--- src/rtl/pending_encoder_pkg.sv ---
// Shared state encodings, widths and load-time popcount for the pending-index encoder.
package pending_encoder_pkg;

  localparam int unsigned N  = 8;
  localparam int unsigned IW = 3;
  localparam int unsigned CW = 4;

  typedef enum logic [0:0] {
    StIdle = 1'b0,
    StEmit = 1'b1
  } state_e;

  function automatic logic [CW-1:0] popcount8(input logic [0:N-1] vec);
    logic [CW-1:0] cnt;
    cnt = '0;
    for (int i = 0; i < int'(N); i++) begin
      cnt = cnt + {{(CW-1){1'b0}}, vec[i]};
    end
    return cnt;
  endfunction

endpackage

--- src/rtl/pending_encoder_pri_enc8to3.sv ---
// Find-first-set over an MSB-first [0:7] vector: lowest-numbered set bit wins.
module pending_encoder_pri_enc8to3
  import pending_encoder_pkg::*;
(
  input  logic [0:N-1]  vec_i,
  output logic [IW-1:0] idx_o,
  output logic          any_o
);

  always_comb begin
    idx_o = '0;
    any_o = |vec_i;
    // Walk downwards so the lowest-numbered set bit is the last to write idx_o.
    for (int i = int'(N) - 1; i >= 0; i--) begin
      if (vec_i[i]) begin
        idx_o = IW'(i);
      end
    end
  end

endmodule

--- src/rtl/pending_encoder.sv ---
// Latches a request mask and emits the index of each set bit, one per handshake,
// lowest-numbered bit first; pulses done once the last index is accepted.
module pending_encoder
  import pending_encoder_pkg::*;
(
  input  logic          clk_i,
  input  logic          rst_ni,
  input  logic [0:N-1]  req_i,
  input  logic          req_load_i,
  input  logic          ready_i,
  output logic [IW-1:0] idx_o,
  output logic          valid_o,
  output logic          busy_o,
  output logic [CW-1:0] count_o,
  output logic          done_o
);

  state_e        state_q, state_d;
  logic [0:N-1]  pend_q, pend_d;
  logic [CW-1:0] count_q, count_d;
  logic [IW-1:0] idx_q, idx_d;
  logic          done_q, done_d;
  logic [IW-1:0] ffs_idx;
  logic          ffs_any;

  // Encode the next pending mask so idx is a plain register output.
  pending_encoder_pri_enc8to3 u_pri_enc (
    .vec_i (pend_d),
    .idx_o (ffs_idx),
    .any_o (ffs_any)
  );

  always_ff @(posedge clk_i or negedge rst_ni) begin
    if (!rst_ni) begin
      state_q <= StIdle;
      pend_q  <= '0;
      count_q <= '0;
      idx_q   <= '0;
      done_q  <= 1'b0;
    end else begin
      state_q <= state_d;
      pend_q  <= pend_d;
      count_q <= count_d;
      idx_q   <= idx_d;
      done_q  <= done_d;
    end
  end

  always_comb begin
    state_d = state_q;
    pend_d  = pend_q;
    count_d = count_q;
    done_d  = 1'b0;
    unique case (state_q)
      StIdle: begin
        if (req_load_i) begin
          if (|req_i) begin
            pend_d  = req_i;
            count_d = popcount8(req_i);
            state_d = StEmit;
          end else begin
            done_d = 1'b1;
          end
        end
      end
      StEmit: begin
        if (ready_i) begin
          pend_d[idx_q] = 1'b0;
          count_d       = count_q - CW'(1);
          if (count_q == CW'(1)) begin
            state_d = StIdle;
            done_d  = 1'b1;
          end
        end
      end
      default: state_d = StIdle;
    endcase
    idx_d = ffs_any ? ffs_idx : '0;
  end

  always_comb begin
    valid_o = (state_q == StEmit);
    busy_o  = (state_q == StEmit);
    idx_o   = idx_q;
    count_o = count_q;
    done_o  = done_q;
  end

endmodule

--- config.mk ---
export PLATFORM = sky130hd
export DESIGN_NAME = pending_encoder
export DESIGN_NICKNAME = d
export VERILOG_FILES = /design/src/rtl/pending_encoder_pkg.sv /design/src/rtl/pending_encoder_pri_enc8to3.sv /design/src/rtl/pending_encoder.sv
export SDC_FILE = /design/constraint.sdc
export NUM_CORES = 1
export LEC_CHECK = 0
export ABC_AREA = 1
export CAP_MARGIN = 5
export CORE_MARGIN = 2
export CORE_UTILIZATION = 40
export DETAILED_ROUTE_END_ITERATION = 10
export PLACE_DENSITY_LB_ADDON = 0.05
export SYNTH_ARGS = -nofsm -noshare
export SYNTH_HDL_FRONTEND = slang
export SYNTH_HIERARCHICAL = 1
export SYNTH_SLANG_ARGS = --single-unit
export TNS_END_PERCENT = 1
--- constraint.sdc ---
create_clock -name clk_i -period 2.25 [get_ports clk_i]
set_input_delay 0.3375 -clock clk_i [delete_from_list [all_inputs] [get_ports clk_i]]
set_output_delay 0.3375 -clock clk_i [all_outputs]
set_load 0.01 [all_outputs]
# Yosys cells after proc, flatten, opt, wreduce, memory -nomap -nowiden
# Cells that the tools add are included.
# W data, S select, Z words.
[op_classes] reduce_logical=4 muxes=29 n_bitwise=4 n_mul=0 order_cmp=2 eq_ne=4 addsub=8 n_shift=0 div=0
[op_table] cell="$mux W3" n=9
[op_table] cell="$mux W8" n=3
[op_table] cell="$add A4 B1 Y4" n=4
[op_table] cell="$pmux W8 S2" n=1
[op_table] cell="$reduce_or A8 Y1" n=2
[op_table] cell="$mux W4" n=3
[op_table] cell="$mux W1" n=9
[op_table] cell="$and A8 B8 Y8" n=1
[op_table] cell="$not A8 Y8" n=1
[op_table] cell="$pmux W4 S2" n=1
[op_table] cell="$ne A2 B2 Y1 const B" n=3
[op_table] cell="$add A3 B1 Y4" n=1
[op_table] cell="$eq A4 B1 Y1 const B" n=1
[op_table] cell="$ge A4 B4 Y1 const B" n=1
[op_table] cell="$lt A4 B1 Y1 const B" n=1
[op_table] cell="$not A3 Y4" n=1
[op_table] cell="$pmux W1 S2" n=2
[op_table] cell="$sub A4 B1 Y4 const B" n=1
[op_table] cell="$add A2 B1 Y3" n=1
[op_table] cell="$demux W1 S3" n=1
[op_table] cell="$reduce_and A3 Y1" n=1
[op_table] cell="$add A1 B1 Y2" n=1
[op_table] cell="$logic_and A1 B1 Y1" n=1
[op_table] cell="$not A1 Y1" n=1
[totals] n_memories=0 ff_bits=17 ram_bits=0 rom_bits=0 latch_bits=0

# Logic depth before layout (Yosys ltp)
[depth] word_depth=18 mapped_depth=18 ltp_nobuf=17

# Modules after synthesis
# Netlist, hierarchy kept.
[by_module_without_submodules] module="pending_encoder" instances=1 seq_area_each_um2=425.4 area_each_um2=1216.2 cells_per_inst=144
[by_module_without_submodules] module="pending_encoder_pri_enc8to3" instances=1 seq_area_each_um2=0.0 area_each_um2=98.8 cells_per_inst=22

# Least setup slack after synthesis
# No wires, ideal clock.
[synth_path] path_type="input-to-reg" from="input req_i[7] (netlist name)" to="register count_q[2] (netlist: count_o[2])" cell_stages=13 setup_ns=0.116 slack_ns=-0.594 arrival_ns=2.728 t_required_ns=2.134 path_cell_list="fa_1 > inv_1 > fa_1 > fa_1 > inv_1 > ha_1 > inv_1 > fa_1 > xnor2_1 > nand2_1 > o21ai_0 > nand2_1 > nand2_1"
[synth_between] elab_chain_cells=4
[synth_rtl] item="start: declaration" line="pending_encoder.sv:8" text="input logic [0:N-1] req_i,"
[synth_rtl] item="$add A4 B1 Y4" line="pending_encoder_pkg.sv:17" text="cnt = cnt + {{(CW-1){1'b0}}, vec[i]};"
[synth_rtl] item="$mux W4" line="pending_encoder.sv:57" text="if (|req_i) begin"
[synth_rtl] item="$mux W4" line="pending_encoder.sv:56" text="if (req_load_i) begin"
[synth_rtl] item="$pmux W4 S2" line="pending_encoder.sv:54" text="unique case (state_q)"
[synth_rtl] item="end signal: assignment" line="pending_encoder.sv:43" text="count_q <= count_d;"
[synth_rtl] item="end: declaration" line="pending_encoder.sv:20" text="logic [CW-1:0] count_q, count_d;"
# Several ways; a longest one is shown, not always the timed one. The select of a mux whose other input is x is not followed.
# A chain may end at the register's enable or synchronous reset.

# Final worst setup path
[layout_path] from="input req_i[4] (netlist name)" to="register count_q[2] (netlist: count_o[2])"
[layout_between] elab_chain_cells=7
[layout_rtl] item="$add A4 B1 Y4 (4 in a row)" line="pending_encoder_pkg.sv:17"
[layout_rtl] item="$mux W4" line="pending_encoder.sv:57"
[layout_rtl] item="$mux W4" line="pending_encoder.sv:56"
[layout_rtl] item="$pmux W4 S2" line="pending_encoder.sv:54"
# Several ways; a longest one is shown, not always the timed one. The select of a mux whose other input is x is not followed.

==> results.md <==
Cells and area:
- Relative to the synthesized area, the layout overhead comes to 31.7%.
- The core utilization of the finished layout is 56.3%.
- The number of antenna diodes is 0.
- In the final layout, the multi-input gates occupy 722 um2.
- The top cell types in the final layout, fill and taps aside, are nand2_1 (45), inv_1 (34), buf_4 (20), clkdlybuf4s50_1 (18), dfrtp_1 (17).
- The number of nets in the finished design is 231.
- Cells with a size suffix above 1 make up 26.4% of the layout.
- Leaving out fill and tap cells, the most frequent cell in the layout is nand2_1.
- The flip-flop and latch area is 425 um2.
- Fill cells in the final layout number 301.

Place:
- The final weighted congestion in routability-driven placement is 0.741.
- The sum of net half-perimeters after detailed placement is 2290 um.
- Prior to clock tree synthesis, the placed netlist has a worst setup slack of -1.13 ns.
- In this run the tool buffered the top-level ports with 21 buffer cells.

Synthesis:
- Yosys attributes the largest share of cell area to dfrtp_1 (32%), nand2_1 (13%), inv_1 (10%).
- The synthesized netlist occupies a cell area of 1320 um2.
- For this run, the register share of the synthesized area comes to 32.4%.
- For this run, the number of Yosys warnings is 6.
- The mean cell area of the mapped netlist is 7.92 um2.
- The count of distinct cell types in the synthesized netlist is 27.
- Of the post-synthesis cell area, the dominant cell type holds 32.4%.
- The cell count after synthesis came out at 166.
- The total nets after synthesis is 188.
- In this run, synthesis produced a sequential element count of 17.
- The largest total area in the synthesized netlist belongs to dfrtp_1.

Power:
- VDD sags by at most 0.541 mV.
- Summed over all cells, the static leakage comes to 0.000953 uW.
- Dividing total power by cell area gives a power density of 1050 nW/um2.

Drt:
- The number of nets with antenna violations after routing is 0.
- Before antenna repair, the detailed router went through 4 iterations.
- The detailed router finished its first iteration with 47 violations.
- In the routed layout, each cell is associated on average with a via count of 4.40.
- The via count of the routed design is 1,109.
- In the final routed layout, each cell accounts on average for 10.9 um.
- The DRC violation count after routing is 0.
- The final layout contains routed wiring with a total length of 2740 um.

Timing:
- The number of max-slew violations in the final report is 0.
- The relative slew slack is 77.8%.
- The time the worst path needs with I/O delays and setup is 2.70 ns.
- Setup total negative slack on the finished layout was measured at -1.05 ns.
- The worst path uses 120% of the clock period.
- Setup violations remaining at the end of the flow were counted as 4.
- Final hold analysis gives a worst-case slack of 0.349 ns.
- The clock skew after layout is 0.0123 ns.
- The maximum operating frequency is 370 MHz.
- In the post-route analysis, the smallest setup slack over all paths is -0.450 ns.
- Setup repair after global routing could not meet its margin everywhere.
- The number of failing hold endpoints at the final stage is 0.
- The transition time at the pin with the least slew margin is 0.333 ns.

Setup path:
- The worst path arrival time is 2.90 ns.
- For this design, the slowest cell found on the critical path is fa_1.
- The critical path in this run is classified as in2reg.
- The highest fanout seen on the critical path is 2.
- For this run, the slowest stage of the critical path takes 0.52 ns.
- The startpoint type of the worst setup path is an input pin.
- The endpoint required time on the critical path is 2.45 ns.
- The sort of element at the end of the critical path is a flip-flop.
- The signal on the critical path passes through buf_8 > fa_1 > inv_1 > fa_1 > fa_1 > inv_1 > ha_2 > inv_2 > fa_2 > xnor2_2 > nand2_1 > o21ai_1 > nand2_1 > nand2_1.

Run:
- The total of max-cap violations is 0.

CTS:
- TritonCTS built the clock tree.
- After clock tree synthesis, the clock-pin slew on the worst setup and hold paths is 0.11 ns.
- The number of CTS-inserted buffers is 3.
- CTS built an H-tree with a depth of 1.
- The maximum number of buffers from clock root to sink is 2.
- The CTS sink count is 17.
- For the worst-skew pair, the clock arrives at the later sink with an insertion delay of 0.30 ns.
- CTS placed an instance of clkbuf_4 at the clock tree root.

Floorplan:
- The die span in x is 61.3 um.
- The die area is 3760 um2.
- The number of standard-cell rows in the floorplan is 20.
- The placeable core region is 3080 um2.
- From bottom edge to top edge, the die measures 61.3 um.
- The initial standard-cell utilization of the core is 42.7%.
- For this design the top-level I/O count stands at 22.

Global route:
- The via count of the first global-routing pass came to 1,153.
- After global routing the overflow that remains totals 0.
- The pin count of the biggest net entering global routing is 18.
- The initial antenna violation count is 0.
- The first global-routing pass estimated 4800 um of wire.
- In the global route stage, overall resource usage came out at 17.1%.

Run status:
- The flow ran to the end, but the final reports show violations.
- The final reports fail on negative setup slack.

Min path:
- The path category of the worst min-delay check is in2async.
synth_stat cells, drive strengths merged:
master   n
nand2   51
inv     39
nand3   22
dfrtp   17
nor2     8
ha       6
fa       4
o21ai    4
buf      3
nand4    2
nor3     2
xnor2    2
a21oi    1
a31oi    1
mux2i    1
o21a     1
o22ai    1
or2      1
state kept, by name (all words and copies together), names as in the netlist:
name     cells
busy_o       1
count_o      4
pend_q       8
done_o       1
idx_o        3
metrics by stage:
stage                     power (uW)  area [um2]  instances
final                           1820        1730        252
after global routing            2020        1730        252
after CTS                       1830        1720        252
after detailed placement        1650        1690        247
after global placement          1630        1690        247
after floorplan                 1280        1320        166
kinds of logic (layout without fill, tap and decap cells):
kind of cell    count (synthesis)  after routing  share of synthesized area (%)
simple gates                   86             86                           36.3
buf+inv                        42             84                           14.1
flops                          17             17                           32.4
fa+ha+maj                      10             10                           11.8
compound gates                  8              8                           3.43
xor+xnor                        2              2                           1.33
mux                             1              1                          0.761
per-layer routing:
layer / track usage (%) / routed length (um) / up-vias / part of all wire [%]
li1: - / - / 591 / -
met1: 21.8 / 1300 / 495 / 48
met2: 29.9 / 1320 / 21 / 48
met3: 3.78 / 109 / 2 / 4.0
met4: 3.65 / 10 / 0 / 0.37
met5: 0 / 0 / - / 0
where the power goes:
group / internal (uW) / switching [uW] / leakage, uW
Sequential: 439 / 123 / 0.000213
Combinational: 515 / 578 / 0.000722
Clock: 66.2 / 102 / 0.0000177
Total: 1020 / 802 / 0.000953
worst max-delay path, delay by kind of cell:
family	cells	cell delay [ns]
and+or+nand+nor	3	0.17
xor gates and xnor gates	1	0.14
AOI/OAI and AO/OA	1	0.06
adders and majority gates	5	1.95
buffers and inverters	4	0.27
what timing repair did:
item / in CTS / in global routing
setup endpoints to repair: 4 / 4
setup buffers: 1 / 0
hold buffers: 0 / 0
pin swaps: 5 / 3
gates resized for setup: 16 / 3
worst paths after layout:
| check | from | to | slack (ns) | cells after the start |
|---|---|---|---|---|
| worst max-delay path | req_i[4] | count_o[2] | -0.45 | 14 |
| worst min-delay path | rst_ni | count_o[3] | 0.35 | 2 |
| worst max register to register | busy_o | idx_o[0] | 0.34 | 10 |
| worst min register to register | pend_q[3] | pend_q[3] | 0.53 | 2 |
| max in group asynchronous | rst_ni | pend_q[7] | 1.70 | 2 |
| min in group clk_i | req_i[4] | pend_q[4] | 0.42 | 4 |
final cells by class:
| class | instances | share of cell area [%] |
|---|---|---|
| inverters | 39 | 8.45 |
| flip-flops and latches | 17 | 24.6 |
| clock inverters | 1 | 0.289 |
| well taps | 44 | 3.18 |
| repair buffers | 41 | 20.5 |
| clock buffers | 3 | 1.30 |
| multi-input cells | 107 | 41.7 |
No activity file was read; power rests on OpenSTA's default activity.
